===== src/rtl/odd_parity_serial_tx.sv =====
// rtl/odd_parity_serial_tx.sv - serial frame transmitter with start, LSB-first data, odd parity, stop
module odd_parity_serial_tx #(
  parameter int DATA_W       = 4,
  parameter int CLKS_PER_BIT = 4
) (
  input  logic              clk,
  input  logic              rst,
  input  logic [DATA_W-1:0] in_data,
  input  logic              in_valid,
  output logic              in_ready,
  output logic              tx,
  output logic              busy,
  output logic              parity_bit,
  output logic              frame_done
);

  typedef enum logic [2:0] {
    IDLE   = 3'd0,
    START  = 3'd1,
    DATA   = 3'd2,
    PARITY = 3'd3,
    STOP   = 3'd4
  } state_t;

  // Counters are sized for the widest legal parameters (255 clocks/bit, 16 data bits).
  localparam logic [7:0] BAUD_LAST = 8'(CLKS_PER_BIT - 1);
  localparam logic [4:0] IDX_LAST  = 5'(DATA_W - 1);

  state_t            state, state_d;
  logic [7:0]        baud, baud_d;
  logic [4:0]        idx, idx_d;
  logic [DATA_W-1:0] shreg, shreg_d;
  logic              tx_d, parity_d, done_d;
  logic              baud_wrap;

  assign baud_wrap = (baud == BAUD_LAST);
  assign in_ready  = (state == IDLE);
  assign busy      = (state != IDLE);

  // Next-state and next-output logic; tx is computed one cycle ahead so it leaves a flop.
  always_comb begin
    state_d  = state;
    baud_d   = baud;
    idx_d    = idx;
    shreg_d  = shreg;
    tx_d     = tx;
    parity_d = parity_bit;
    done_d   = 1'b0;
    if (state != IDLE) begin
      baud_d = baud_wrap ? 8'd0 : baud + 8'd1;
    end
    case (state)
      IDLE: begin
        tx_d   = 1'b1;
        baud_d = 8'd0;
        idx_d  = 5'd0;
        if (in_valid) begin
          state_d  = START;
          shreg_d  = in_data;
          parity_d = ~^in_data;
          tx_d     = 1'b0;
        end
      end
      START: begin
        if (baud_wrap) begin
          // Present data bit 0 and shift so shreg[0] always holds the next bit to send.
          state_d = DATA;
          idx_d   = 5'd0;
          tx_d    = shreg[0];
          shreg_d = shreg >> 1;
        end
      end
      DATA: begin
        if (baud_wrap) begin
          if (idx == IDX_LAST) begin
            state_d = PARITY;
            idx_d   = 5'd0;
            tx_d    = parity_bit;
          end else begin
            idx_d   = idx + 5'd1;
            tx_d    = shreg[0];
            shreg_d = shreg >> 1;
          end
        end
      end
      PARITY: begin
        if (baud_wrap) begin
          state_d = STOP;
          tx_d    = 1'b1;
        end
      end
      STOP: begin
        if (baud_wrap) begin
          state_d = IDLE;
          tx_d    = 1'b1;
          done_d  = 1'b1;
        end
      end
      default: begin
        state_d = IDLE;
        tx_d    = 1'b1;
      end
    endcase
  end

  // State and registered outputs; reset forces the line high immediately and drops the frame.
  always_ff @(posedge clk or posedge rst) begin
    if (rst) begin
      state      <= IDLE;
      baud       <= 8'd0;
      idx        <= 5'd0;
      shreg      <= '0;
      tx         <= 1'b1;
      parity_bit <= 1'b0;
      frame_done <= 1'b0;
    end else begin
      state      <= state_d;
      baud       <= baud_d;
      idx        <= idx_d;
      shreg      <= shreg_d;
      tx         <= tx_d;
      parity_bit <= parity_d;
      frame_done <= done_d;
    end
  end

endmodule


===== config.mk =====
export PLATFORM = sky130hd
export DESIGN_NAME = odd_parity_serial_tx
export DESIGN_NICKNAME = d
export VERILOG_FILES = /design/src/rtl/odd_parity_serial_tx.sv
export SDC_FILE = /design/constraint.sdc
export NUM_CORES = 1
export LEC_CHECK = 0
export CORE_MARGIN = 1.5
export CORE_UTILIZATION = 45
export CTS_BUF_LIST = sky130_fd_sc_hd__clkbuf_16
export CTS_CLUSTER_SIZE = 30
export DETAILED_ROUTE_END_ITERATION = 8
export GPL_ROUTABILITY_DRIVEN = 0
export PLACE_DENSITY = 0.67
export SYNTH_ARGS = -nofsm -noshare
export SYNTH_HDL_FRONTEND = slang
export SYNTH_SLANG_ARGS = --single-unit

===== constraint.sdc =====
create_clock -name clk -period 3.3 [get_ports clk]
set_input_delay 0.66 -clock clk [delete_from_list [all_inputs] [get_ports clk]]
set_output_delay 0.66 -clock clk [all_outputs]
set_load 0.03 [all_outputs]

[Word level (Yosys, flattened, before mapping)]
Index checks and enable logic that the tools add are counted.
Word-level totals
  output and inout bits: 5
  flip-flop bits (word level): 23
  memories kept: 0
  bits in latches: 0
  bits of input ports: 7
  RAM bits: 0
  ROM bits: 0
  logic and storage cells: 61
Cells by class
  add/sub/neg operators: 2
  muxes and demuxes: 27
  shifts and indexed selects: 0
  div/mod/pow operators: 0
  bitwise gates (word level): 0
  reduce and logical (&&, ||, !) cells: 11
  $mul: 0
  order comparisons: 0
  equality and inequality tests: 14
Operators by type and width (count)
  2-to-1 mux 8 bit: 3
  2-to-1 mux 3 bit: 6
  2-to-1 mux 4 bit: 4
  2-to-1 mux 5 bit: 3
  one-hot mux 3 bit (5 select lines): 1
  one-hot mux 5 bit (3 select lines): 1
  != test 2 bit, second input constant: 7
  one-hot mux 4 bit (3 select lines): 1
  adder 8 x 1 -> 8 bit, second input constant: 1
  == test 8 x 2 -> 1 bit, second input constant: 1
  2-to-1 mux 1 bit: 7
  == test 3 x 2 -> 1 bit, second input constant: 2
  AND reduction 3 bit: 2
  AND reduction 6 bit: 1
  nonzero test 3 bit: 2
  adder 5 x 1 -> 5 bit, second input constant: 1
  == test 5 x 2 -> 1 bit, second input constant: 1
  AND reduction 5 bit: 1
  one-hot mux 1 bit (4 select lines): 1
  XNOR reduction 4 bit: 1
  == test 3 x 1 -> 1 bit, second input constant: 1
  == test 3 bit, second input constant: 1
  logical NOT 3 bit: 1
  != test 2 x 1 -> 1 bit, second input constant: 1
  3 further kinds: 3

[Depth between registers and ports, before layout]
Gate-level depths: netlist (run 1).
  depth in word-level cells: 4
  gate-level depth with buffers: 6
  gate-level depth less buffers: 5

[Worst setup path before layout (run 1)]
No wires, ideal clock.
  kind: register to output
  from: reg state[0]
  to: out busy
  data required time: 2.640 ns
  cell stages (with the launch flop): 4
  arrival: 1.803 ns
  buffers on the path: 1
  path slack: 0.837 ns
  cell sequence: dfrtp_1 -> buf_1 -> nor3_1 -> inv_1
Between the ends
  cells in the longest elaborated chain, start to end: 1
RTL lines
  start: declaration: line 29  | state_t state, state_d;
  start signal: assignment: line 117  | state <= state_d;
  nonzero test 3 bit: line 38  | assign busy = (state != IDLE);
  end: declaration: line 12  | output logic busy,
Every way passes these cells.

[Worst setup path after layout (run 1)]
  from: reg state[2]
  to: out busy
Same word-level chain as after synthesis.

==> flow_summary_export.csv, run 1 <==
group,metric,value,unit
timing,fin_skew,0.00381,ns
clock_network,cts_tree,"done",
worst_setup_path,crit_type,"flop to output port",
synth,synth_area_per_cell,10.6,µm²
detailed_routing,drt_iter0_markers,12,
layout,diodes,0,
worst_setup_path,cp_top_family,"buffers and inverters",
clock_network,post_cts_resized,0,
power_and_ir_drop,peakVddDrop,0.572,mV
layout,multiInputGateArea,669,µm²
worst_setup_path,cp-end-kind,"output port",
detailed_routing,wl_per_cell,13.9,µm
floorplan,start_util,46.8,%
synth,synthArstFlopShare,100,%
layout,layout_common_cells,"dfrtp_1, nor2_1, clkdlybuf4s50_1",
detailed_routing,num_vias,895,
detailed_routing,drt_wl_total,2.27,mm
power_and_ir_drop,total_leakage_power,0.645,nW
synth,synth_area,1280,µm²
clock_network,cts.path.max_buffers,2,
layout,final_common_cell,"dfrtp_1",
synth,yosys_warnings,0,
clock_network,numClockSinks,23,
timing,worst_slew_pin_slew,0.853,ns
synth,ys.flop_type,"dfrtp_1",
global_routing,grt_antenna_before_repair,0,
synth,synth.distinct_cells,40,
layout,fin_util,54.5,%
layout,fill_cells,239,
worst_setup_path,critPathMaxFanout,15,
global_routing,grt_pass1_wl,4.03,mm
timing,maxSlewViolCount,0,
place,hpwl,1.68,mm
synth,yosysSeqAreaShare,45.1,%
place,port_buffers,11,
global_routing,grt_overflow,0,
detailed_routing,drc,0,
synth,ys_ff_latch,23,
layout,drive_gt1_share,15.2,%
synth,synthesis.nets,130,
timing,setup_violations,0,
flow_run,drv_cap,0,
floorplan,die_height,56.3,µm
floorplan,io_pins,12,
layout,register_area,577,µm²
clock_network,post_cts_buffers,0,
worst_setup_path,crit_buf_inv,2,
detailed_routing,dr.pass1.iters,4,
timing,max_slew_margin,43.1,%
outcome,status,"completed",
worst_setup_path,path_cells,"nor3_1 -> inv_1 -> clkdlybuf4s50_1",
power_and_ir_drop,p_per_area,889,nW/µm²
timing,hold_viol,0,
floorplan,die_w,56.3,µm
clock_network,clk_latency,0.26,ns
clock_network,cts_root_buf,"clkbuf_16",
floorplan,dieArea,3170,µm²
worst_setup_path,start_kind,"flop",
floorplan,row_count,19,
floorplan,core,2730,µm²
worst_setup_path,timing.critical_path.slowest_cell_delay,0.62,ns
clock_network,cts_hold_buf,0,
layout,syn2layout_area_growth,16.5,%
synth,synth_edf_count,0,
clock_network,numCtsBuffers,3,
worst_setup_path,worstPathArrival,1.94,ns
global_routing,grt_pass1_vias,906,
min_path,holdCritPathClass,"flop to flop",
layout,fin_nets,142,
synth,syn_inst,121,
clock_network,cts.clk_slew.worst_paths,0.06,ns
clock_network,h-tree-depth,1,
power_and_ir_drop,p_total,1.33,mW
timing,finalCritPeriodShare,78.9,%
worst_setup_path,critical_path_required,2.64,ns
timing,max_clock_freq,0.384,GHz
worst_setup_path,slowest_stage,"clkdlybuf4s50_1",
detailed_routing,ant_nets,0,
global_routing,grt_start_max_net_pins,24,
detailed_routing,avgViaCountPerCell,5.49,
global_routing,grt_use_total,16.3,%
timing,rsz0062_at_grt,"no",
timing,tns,0,ns
timing,min_period,2.60,ns
routing by layer:
metal	vias up	routed length [µm]	GRT usage (%)
met5	-	0	0
met4	0	38	6.12
met3	5	74	3.69
met2	16	1000	24.4
met1	414	1150	23.2
li1	460	-	-
registers in the layout, summed over array words and instances (netlist names):
register,flops
shreg,4
state,3
idx,5
tx,1
frame_done,1
parity_bit,1
baud,8
stage by stage:
stage / hold WS, ns / instance area (µm²) / cells / setup slack [ns]
finish: 0.459 / 1490 / 163 / 0.697
CTS: 0.460 / 1490 / 163 / 0.686
detailed placement: 0.451 / 1410 / 159 / 0.969
floorplan: 0.425 / 1280 / 121 / 0.837
global placement: 0.444 / 1410 / 159 / 0.979
global route: 0.496 / 1490 / 163 / 0.563
cell families after synthesis:
logic type / after synthesis / share of synthesized area [%]
AOI/OAI and AO/OA: 24 / 13.7
xor gates and xnor gates: 10 / 6.85
adders and majority gates: 3 / 2.84
buffers and inverters: 8 / 2.54
DFF: 23 / 45.1
muxes: 9 / 7.83
and+or+nand+nor: 44 / 21.1
layout make-up:
class / instances / area share (%)
clock inverters: 1 / 0.336
multi-input cells: 90 / 44.9
inverters: 4 / 1.01
well taps: 31 / 2.60
clock buffers: 3 / 5.04
flip-flops and latches: 23 / 38.7
repair buffers: 11 / 7.39
Yosys cell counts (2+ instances only):
library cell / n / area (µm²)
xnor2_1: 6 / 52.6
mux2_1: 4 / 45.0
ha_1: 2 / 25.0
inv_1: 4 / 15.0
a21o_1: 2 / 15.0
nand2b_1: 2 / 12.5
a21oi_1: 4 / 20.0
nand2_1: 7 / 26.3
nor2b_1: 2 / 12.5
and3_1: 4 / 25.0
dfrtp_1: 22 / 551
mux2_2: 4 / 45.0
o31ai_1: 3 / 22.5
and2_2: 2 / 15.0
o21ai_0: 3 / 15.0
nor4b_2: 2 / 30.0
xor2_1: 4 / 35.0
buf_2: 2 / 10.0
nand3_1: 5 / 25.0
nor2_1: 12 / 45.0
a31oi_1: 6 / 37.5
power breakdown:
group          leakage, nW  internal [mW]  switching, mW  total, mW
Combinational        0.307          0.287          0.307      0.594
Sequential           0.297          0.374         0.0966      0.471
Clock               0.0409          0.163         0.0980      0.261
path summary, 6_finish.rpt:
kind	start	to	slack, ns	cells after the start
setup / recovery	state[2]$_DFFE_PP0P_	busy	0.70	3
min in group asynchronous	rst	baud[2]$_DFF_PP0_	0.88	2
setup reg to reg	baud[0]$_DFF_PP0_	shreg[2]$_DFFE_PP0P_	1.30	5
max in group asynchronous	rst	idx[1]$_DFFE_PP0P_	1.89	2
hold / removal	baud[0]$_DFF_PP0_	baud[0]$_DFF_PP0_	0.46	1
hold reg to reg	baud[0]$_DFF_PP0_	baud[0]$_DFF_PP0_	0.46	1
Power figures use the tool's default switching activity.
==> run 2, diff against run 1 <==
--- a/config.mk
+++ b/config.mk
@@ -11,7 +11,7 @@
 export CTS_CLUSTER_SIZE = 30
 export DETAILED_ROUTE_END_ITERATION = 8
 export GPL_ROUTABILITY_DRIVEN = 0
-export PLACE_DENSITY = 0.67
+export PLACE_DENSITY = 0.7
 export SYNTH_ARGS = -nofsm -noshare
 export SYNTH_HDL_FRONTEND = slang
 export SYNTH_SLANG_ARGS = --single-unit
==> constraint.sdc (replaced) <==
create_clock -name clk -period 2.37 [get_ports clk]
set_input_delay 0.474 -clock clk [delete_from_list [all_inputs] [get_ports clk]]
set_output_delay 0.474 -clock clk [all_outputs]
set_load 0.03 [all_outputs]
==> run 2 against run 1 <==
Net effect: cell area rose by 1.9%; sequential share of layout area fell by 0.73 points; routed wire length rose by 12%; clock-buffer cell count did not move; power rose by 43%; critical endpoint is now in_ready; global-route usage rose by 1.8 points; largest cell class unchanged; hold slack got worse by 0.0043 ns; setup slack got worse by 0.62 ns; die area did not move.
==> flow_summary_export.csv, run 2 (synthesized netlist as in run 1, its figures left out) <==
group,metric,value,unit
worst_setup_path,crit-reg2reg-launch,"baud[0]$_DFF_PP0_",
layout,multiInputGateArea,674,µm²
clock_network,post_cts_buffers,0,
floorplan,start_util,46.8,%
timing,fin_skew,0.00452,ns
detailed_routing,wl_per_cell,15.4,µm
timing,rsz0062_at_grt,"no",
min_path,holdCritPathClass,"flop to flop",
timing,maxSlewViolCount,0,
place,port_buffers,11,
global_routing,grt_antenna_before_repair,0,
clock_network,clk_latency,0.26,ns
worst_setup_path,critPathLaunch,"state[0]$_DFFE_PP0P_",
clock_network,h-tree-depth,1,
floorplan,io_pins,12,
worst_setup_path,start_kind,"flop",
timing,setup_violations,0,
layout,finalInstanceArea,1520,µm²
timing,max_clock_freq,0.436,GHz
floorplan,core,2730,µm²
floorplan,die_height,56.3,µm
clock_network,cts.path.max_buffers,2,
detailed_routing,avgViaCountPerCell,5.78,
layout,syn2layout_area_growth,18.8,%
worst_setup_path,path_cells,"nor3_2 -> clkdlybuf4s50_1",
layout,reg_top3,"baud: 8 flops, idx: 5 flops, shreg: 4 flops",
timing,min_period,2.29,ns
global_routing,grt_pass1_vias,962,
layout,fin_nets,145,
detailed_routing,routed.top_layer,"met4",
clock_network,cts_root_buf,"clkbuf_16",
layout,largest_register_ffs,8,
detailed_routing,wl_met1,1.22,mm
layout,diodes,0,
detailed_routing,ant_nets,0,
global_routing,grt_overflow,0,
worst_setup_path,slowest_stage,"clkdlybuf4s50_1",
clock_network,cts.clk_slew.worst_paths,0.06,ns
timing,worst_slew_pin_slew,0.548,ns
floorplan,row_count,19,
clock_network,post_cts_resized,0,
detailed_routing,met2_wirelength,1.20,mm
power_and_ir_drop,total_leakage_power,0.666,nW
detailed_routing,dr_wl_met3,91,µm
floorplan,dieArea,3170,µm²
layout,fill_cells,239,
layout,regMostFlops,"baud",
layout,final_common_cell,"dfrtp_1",
clock_network,cts_hold_buf,0,
timing,tns,0,ns
timing,hold_viol,0,
timing,finalCritPeriodShare,96.8,%
place,dp.cells,162,
layout,layout.cells.non_filler,166,
detailed_routing,num_vias,959,
global_routing,grt_pass1_wl,4.41,mm
detailed_routing,drt_wl_total,2.55,mm
place,place_area,1440,µm²
worst_setup_path,worstPathArrival,1.82,ns
place,hpwl,1.88,mm
worst_setup_path,critical_path_required,1.90,ns
worst_setup_path,crit_type,"flop to output port",
floorplan,die_w,56.3,µm
detailed_routing,drt_iter0_markers,37,
detailed_routing,drc,0,
power_and_ir_drop,peakVddDrop,0.795,mV
worst_setup_path,timing.critical_path.slowest_cell_delay,0.72,ns
min_path,hp-start,"baud[0]$_DFF_PP0_",
layout,register_area,577,µm²
outcome,status,"completed",
detailed_routing,dr.pass1.iters,4,
clock_network,numClockSinks,23,
clock_network,cts_tree,"done",
flow_run,drv_cap,0,
timing,max_slew_margin,63.4,%
global_routing,grt_use_total,18.1,%
layout,layout_common_cells,"dfrtp_1, nor2_1, clkdlybuf4s50_1",
power_and_ir_drop,p_per_area,1250,nW/µm²
worst_setup_path,cp-end-kind,"output port",
clock_network,numCtsBuffers,3,
global_routing,grt_start_max_net_pins,15,
worst_setup_path,critPathMaxFanout,14,
layout,drive_gt1_share,17.0,%
[run 2: path summary, 6_finish.rpt]
path | to | slack, ns | depth (start not counted)
min | baud[0]$_DFF_PP0_ | 0.45 | 1
max | in_ready | 0.08 | 2
max reg2reg | shreg[1]$_DFFE_PP0P_ | 0.40 | 5
min reg2reg | baud[0]$_DFF_PP0_ | 0.45 | 1
max in group asynchronous | frame_done$_DFF_PP0_ | 1.25 | 3
min in group asynchronous | state[0]$_DFFE_PP0P_ | 0.56 | 2
[run 2: per-stage QoR]
stage          utilization [%]  hold slack (ns)  power, mW  setup slack (ns)
5_1_grt                   55.6            0.470       2.02            0.0235
3_3_place_gp              52.6            0.438       1.50             0.406
3_5_place_dp              52.6            0.449       1.54             0.357
4_1_cts                   55.5            0.457       1.91            0.0530
2_1_floorplan                -            0.425       1.30             0.354
6_report                  55.6            0.455       1.90            0.0751
[run 2: final cells by class]
class | count | area share [%]
clock inverters | 1 | 0.247
flip-flops and latches | 23 | 38.0
well taps | 31 | 2.55
inverters | 4 | 0.988
clock buffers | 3 | 4.94
multi-input cells | 90 | 44.4
repair buffers | 14 | 8.90
[run 2: routing by layer]
layer  global-route usage, %  vias to the layer above
met5                       0                        -
met4                    6.12                        0
met3                    3.46                        5
met2                    27.7                       24
met1                    25.7                      469
li1                        -                      461
[run 2: worst max-delay path: cells and delay by family (launching register included)]
family | cells | cell delay (ns)
simple gates | 1 | 0.30
buf+inv | 1 | 0.72
flops | 1 | 0.54
[run 2: report_power, final]
group	switching, mW	internal, mW
clock	0.140	0.225
sequential	0.132	0.521
combinational	0.458	0.422
total	0.730	1.17
==> run 3, diff against run 2 <==
--- a/config.mk
+++ b/config.mk
@@ -5,13 +5,15 @@
 export SDC_FILE = /design/constraint.sdc
 export NUM_CORES = 1
 export LEC_CHECK = 0
+export CORE_ASPECT_RATIO = 0.9
 export CORE_MARGIN = 1.5
 export CORE_UTILIZATION = 45
 export CTS_BUF_LIST = sky130_fd_sc_hd__clkbuf_16
 export CTS_CLUSTER_SIZE = 30
 export DETAILED_ROUTE_END_ITERATION = 8
 export GPL_ROUTABILITY_DRIVEN = 0
-export PLACE_DENSITY = 0.7
+export GPL_TIMING_DRIVEN = 0
+export PLACE_DENSITY = 0.66
 export SYNTH_ARGS = -nofsm -noshare
 export SYNTH_HDL_FRONTEND = slang
 export SYNTH_SLANG_ARGS = --single-unit
==> run 3 against run 2 <==
Net effect: setup slack better by 0.054 ns; largest cell class unchanged; sequential share of layout area is 0.10 points lower; final cell count is 5.4% higher; clock skew is 0.00080 ns lower; via count is 2.0% lower; register-to-register slack better by 0.02 ns; maximum frequency is 2.4% higher; critical path type unchanged.
==> flow_summary_export.csv, run 3 (synthesized netlist as in run 1, its figures left out) <==
group,metric,value,unit
detailed_routing,ant_nets,0,
layout,syn2layout_area_growth,19.4,%
floorplan,row_count,18,
power_and_ir_drop,p_total,1.87,mW
place,port_buffers,11,
worst_setup_path,crit-reg2reg-launch,"idx[0]$_DFFE_PP0P_",
clock_network,cts.path.max_buffers,2,
global_routing,grt_pass1_vias,931,
floorplan,io_pins,12,
timing,tns,0,ns
layout,reg_top3,"baud: 8 flops, idx: 5 flops, shreg: 4 flops",
timing,rsz0062_at_grt,"no",
clock_network,post_cts_buffers,0,
global_routing,grt_antenna_before_repair,0,
layout,largest_register_ffs,8,
power_and_ir_drop,combinationalPowerShare,46.9,%
min_path,hold_depth,1,
clock_network,h-tree-depth,1,
place,dp.cells,172,
worst_setup_path,critPathMaxFanout,10,
floorplan,core,2730,µm²
worst_setup_path,ff2ff_setup_slack,0.42,ns
worst_setup_path,slowest_stage,"clkdlybuf4s50_1",
timing,maxSlewViolCount,0,
timing,min_period,2.24,ns
floorplan,dieArea,3170,µm²
global_routing,grt_overflow,0,
outcome,status,"completed",
worst_setup_path,worstPathArrival,1.77,ns
power_and_ir_drop,total_leakage_power,0.658,nW
clock_network,numCtsBuffers,3,
timing,fin_hold_ws,0.448,ns
clock_network,clk_latency,0.26,ns
timing,max_slew_margin,42.1,%
detailed_routing,wl_per_cell,13.1,µm
layout,fin_nets,145,
detailed_routing,drt_wl_total,2.29,mm
timing,layout_setup_ws,0.129,ns
timing,finalCritPeriodShare,94.6,%
min_path,hold_end,"baud[0]$_DFF_PP0_",
worst_setup_path,start_kind,"flop",
layout,multiInputGateArea,681,µm²
flow_run,drv_cap,0,
power_and_ir_drop,p_int,1.16,mW
clock_network,cts_tree,"done",
worst_setup_path,cp-end-kind,"output port",
worst_setup_path,crit_type,"flop to output port",
layout,register_area,578,µm²
floorplan,start_util,46.9,%
global_routing,grt_start_max_net_pins,24,
global_routing,grt_use_total,17.3,%
place,pre_cts_ws,0.237,ns
worst_setup_path,critical_path_required,1.90,ns
timing,fin_skew,0.00372,ns
timing,worst_slew_pin_slew,0.868,ns
worst_setup_path,reg2reg_depth,5,
floorplan,die_w,59.2,µm
power_and_ir_drop,p_per_area,1230,nW/µm²
power_and_ir_drop,p_sw,0.708,mW
timing,hold_viol,0,
layout,diodes,0,
clock_network,cts.clk_slew.worst_paths,0.06,ns
layout,layout_common_cells,"dfrtp_1, nor2_1, clkdlybuf4s50_1",
clock_network,numClockSinks,23,
worst_setup_path,timing.critical_path.slowest_cell_delay,0.60,ns
global_routing,grt_pass1_wl,4.08,mm
layout,final_common_cell,"dfrtp_1",
floorplan,die_height,53.6,µm
clock_network,cts_root_buf,"clkbuf_16",
timing,setup_violations,0,
worst_setup_path,r2r-end,"shreg[2]$_DFFE_PP0P_",
layout,regMostFlops,"baud",
detailed_routing,num_vias,940,
place,hpwl,1.69,mm
layout,layout.cells.non_filler,175,
detailed_routing,drc,0,
timing,max_clock_freq,0.446,GHz
power_and_ir_drop,swShare,37.8,%
layout,fill_cells,250,
power_and_ir_drop,seqPwrFrac,34.0,%
min_path,holdCritPathClass,"flop to flop",
detailed_routing,drt_iter0_markers,29,
layout,drive_gt1_share,17.0,%
power_and_ir_drop,peakVddDrop,0.806,mV
min_path,hp-start,"baud[0]$_DFF_PP0_",
detailed_routing,avgViaCountPerCell,5.37,
worst_setup_path,path_cells,"buf_2 -> nor3_4 -> inv_1 -> clkdlybuf4s50_1",
detailed_routing,dr.pass1.iters,4,
power_and_ir_drop,pwr-share-clk,19.1,%
==> run 3: how the worst max path moves through the flow <==
| stage | from | to | cells past startpoint |
|---|---|---|---|
| 2_1_floorplan | state[0]$_DFFE_PP0P_ | tx$_DFFE_PP1P_ | 5 |
| 6_report | state[1]$_DFFE_PP0P_ | busy | 4 |
| 5_1_grt | state[1]$_DFFE_PP0P_ | busy | 4 |
| 3_3_place_gp | state[0]$_DFFE_PP0P_ | busy | 4 |
| 4_1_cts | state[0]$_DFFE_PP0P_ | busy | 3 |
| 3_5_place_dp | state[0]$_DFFE_PP0P_ | busy | 4 |
==> run 3: critical path, delay by kind of cell, from the launching register on <==
| family | cells | cell delay (ns) |
|---|---|---|
| simple gates | 1 | 0.20 |
| flops | 1 | 0.40 |
| buf+inv | 3 | 0.91 |
==> run 3: power by group through the flow <==
| stage | clock network, mW | logic [mW] | registers [mW] |
|---|---|---|---|
| 3_5_place_dp | 0 | 0.893 | 0.620 |
| 2_1_floorplan | 0 | 0.672 | 0.633 |
| 4_1_cts | 0.371 | 0.878 | 0.631 |
| 6_report | 0.357 | 0.877 | 0.636 |
| 5_1_grt | 0.385 | 0.976 | 0.660 |
| 3_3_place_gp | 0 | 0.876 | 0.616 |
==> run 3: repair_timing <==
item,in CTS,in global routing
setup endpoints to repair,2,2
pin swaps,0,0
resized for setup,0,2
hold buffers,0,0
cloned,0,0
==> run 3: layer usage <==
metal  vias up  track usage, %  wire length (µm)
met2        16            25.3              1040
met1       453            23.2              1140
met3         3            6.49                92
li1        468               -                 -
met4         0            6.44                23
met5         -               0                 0
==> run 3: final cells by class <==
type	instances	share of cell area, %
Clock inverter	1	0.246
Buffer	3	0.902
Sequential cell	23	37.9
Tap cell	40	3.28
Clock buffer	3	4.92
Multi-Input combinational cell	90	44.6
Inverter	4	0.984
Timing Repair Buffer	11	7.21
==> run 3: metrics by stage <==
step	utilization (%)	area, µm²
finish	56.0	1530
detailed placement	53.0	1440
global route	56.0	1530
global placement	53.0	1440
floorplan	-	1280
CTS	55.7	1520
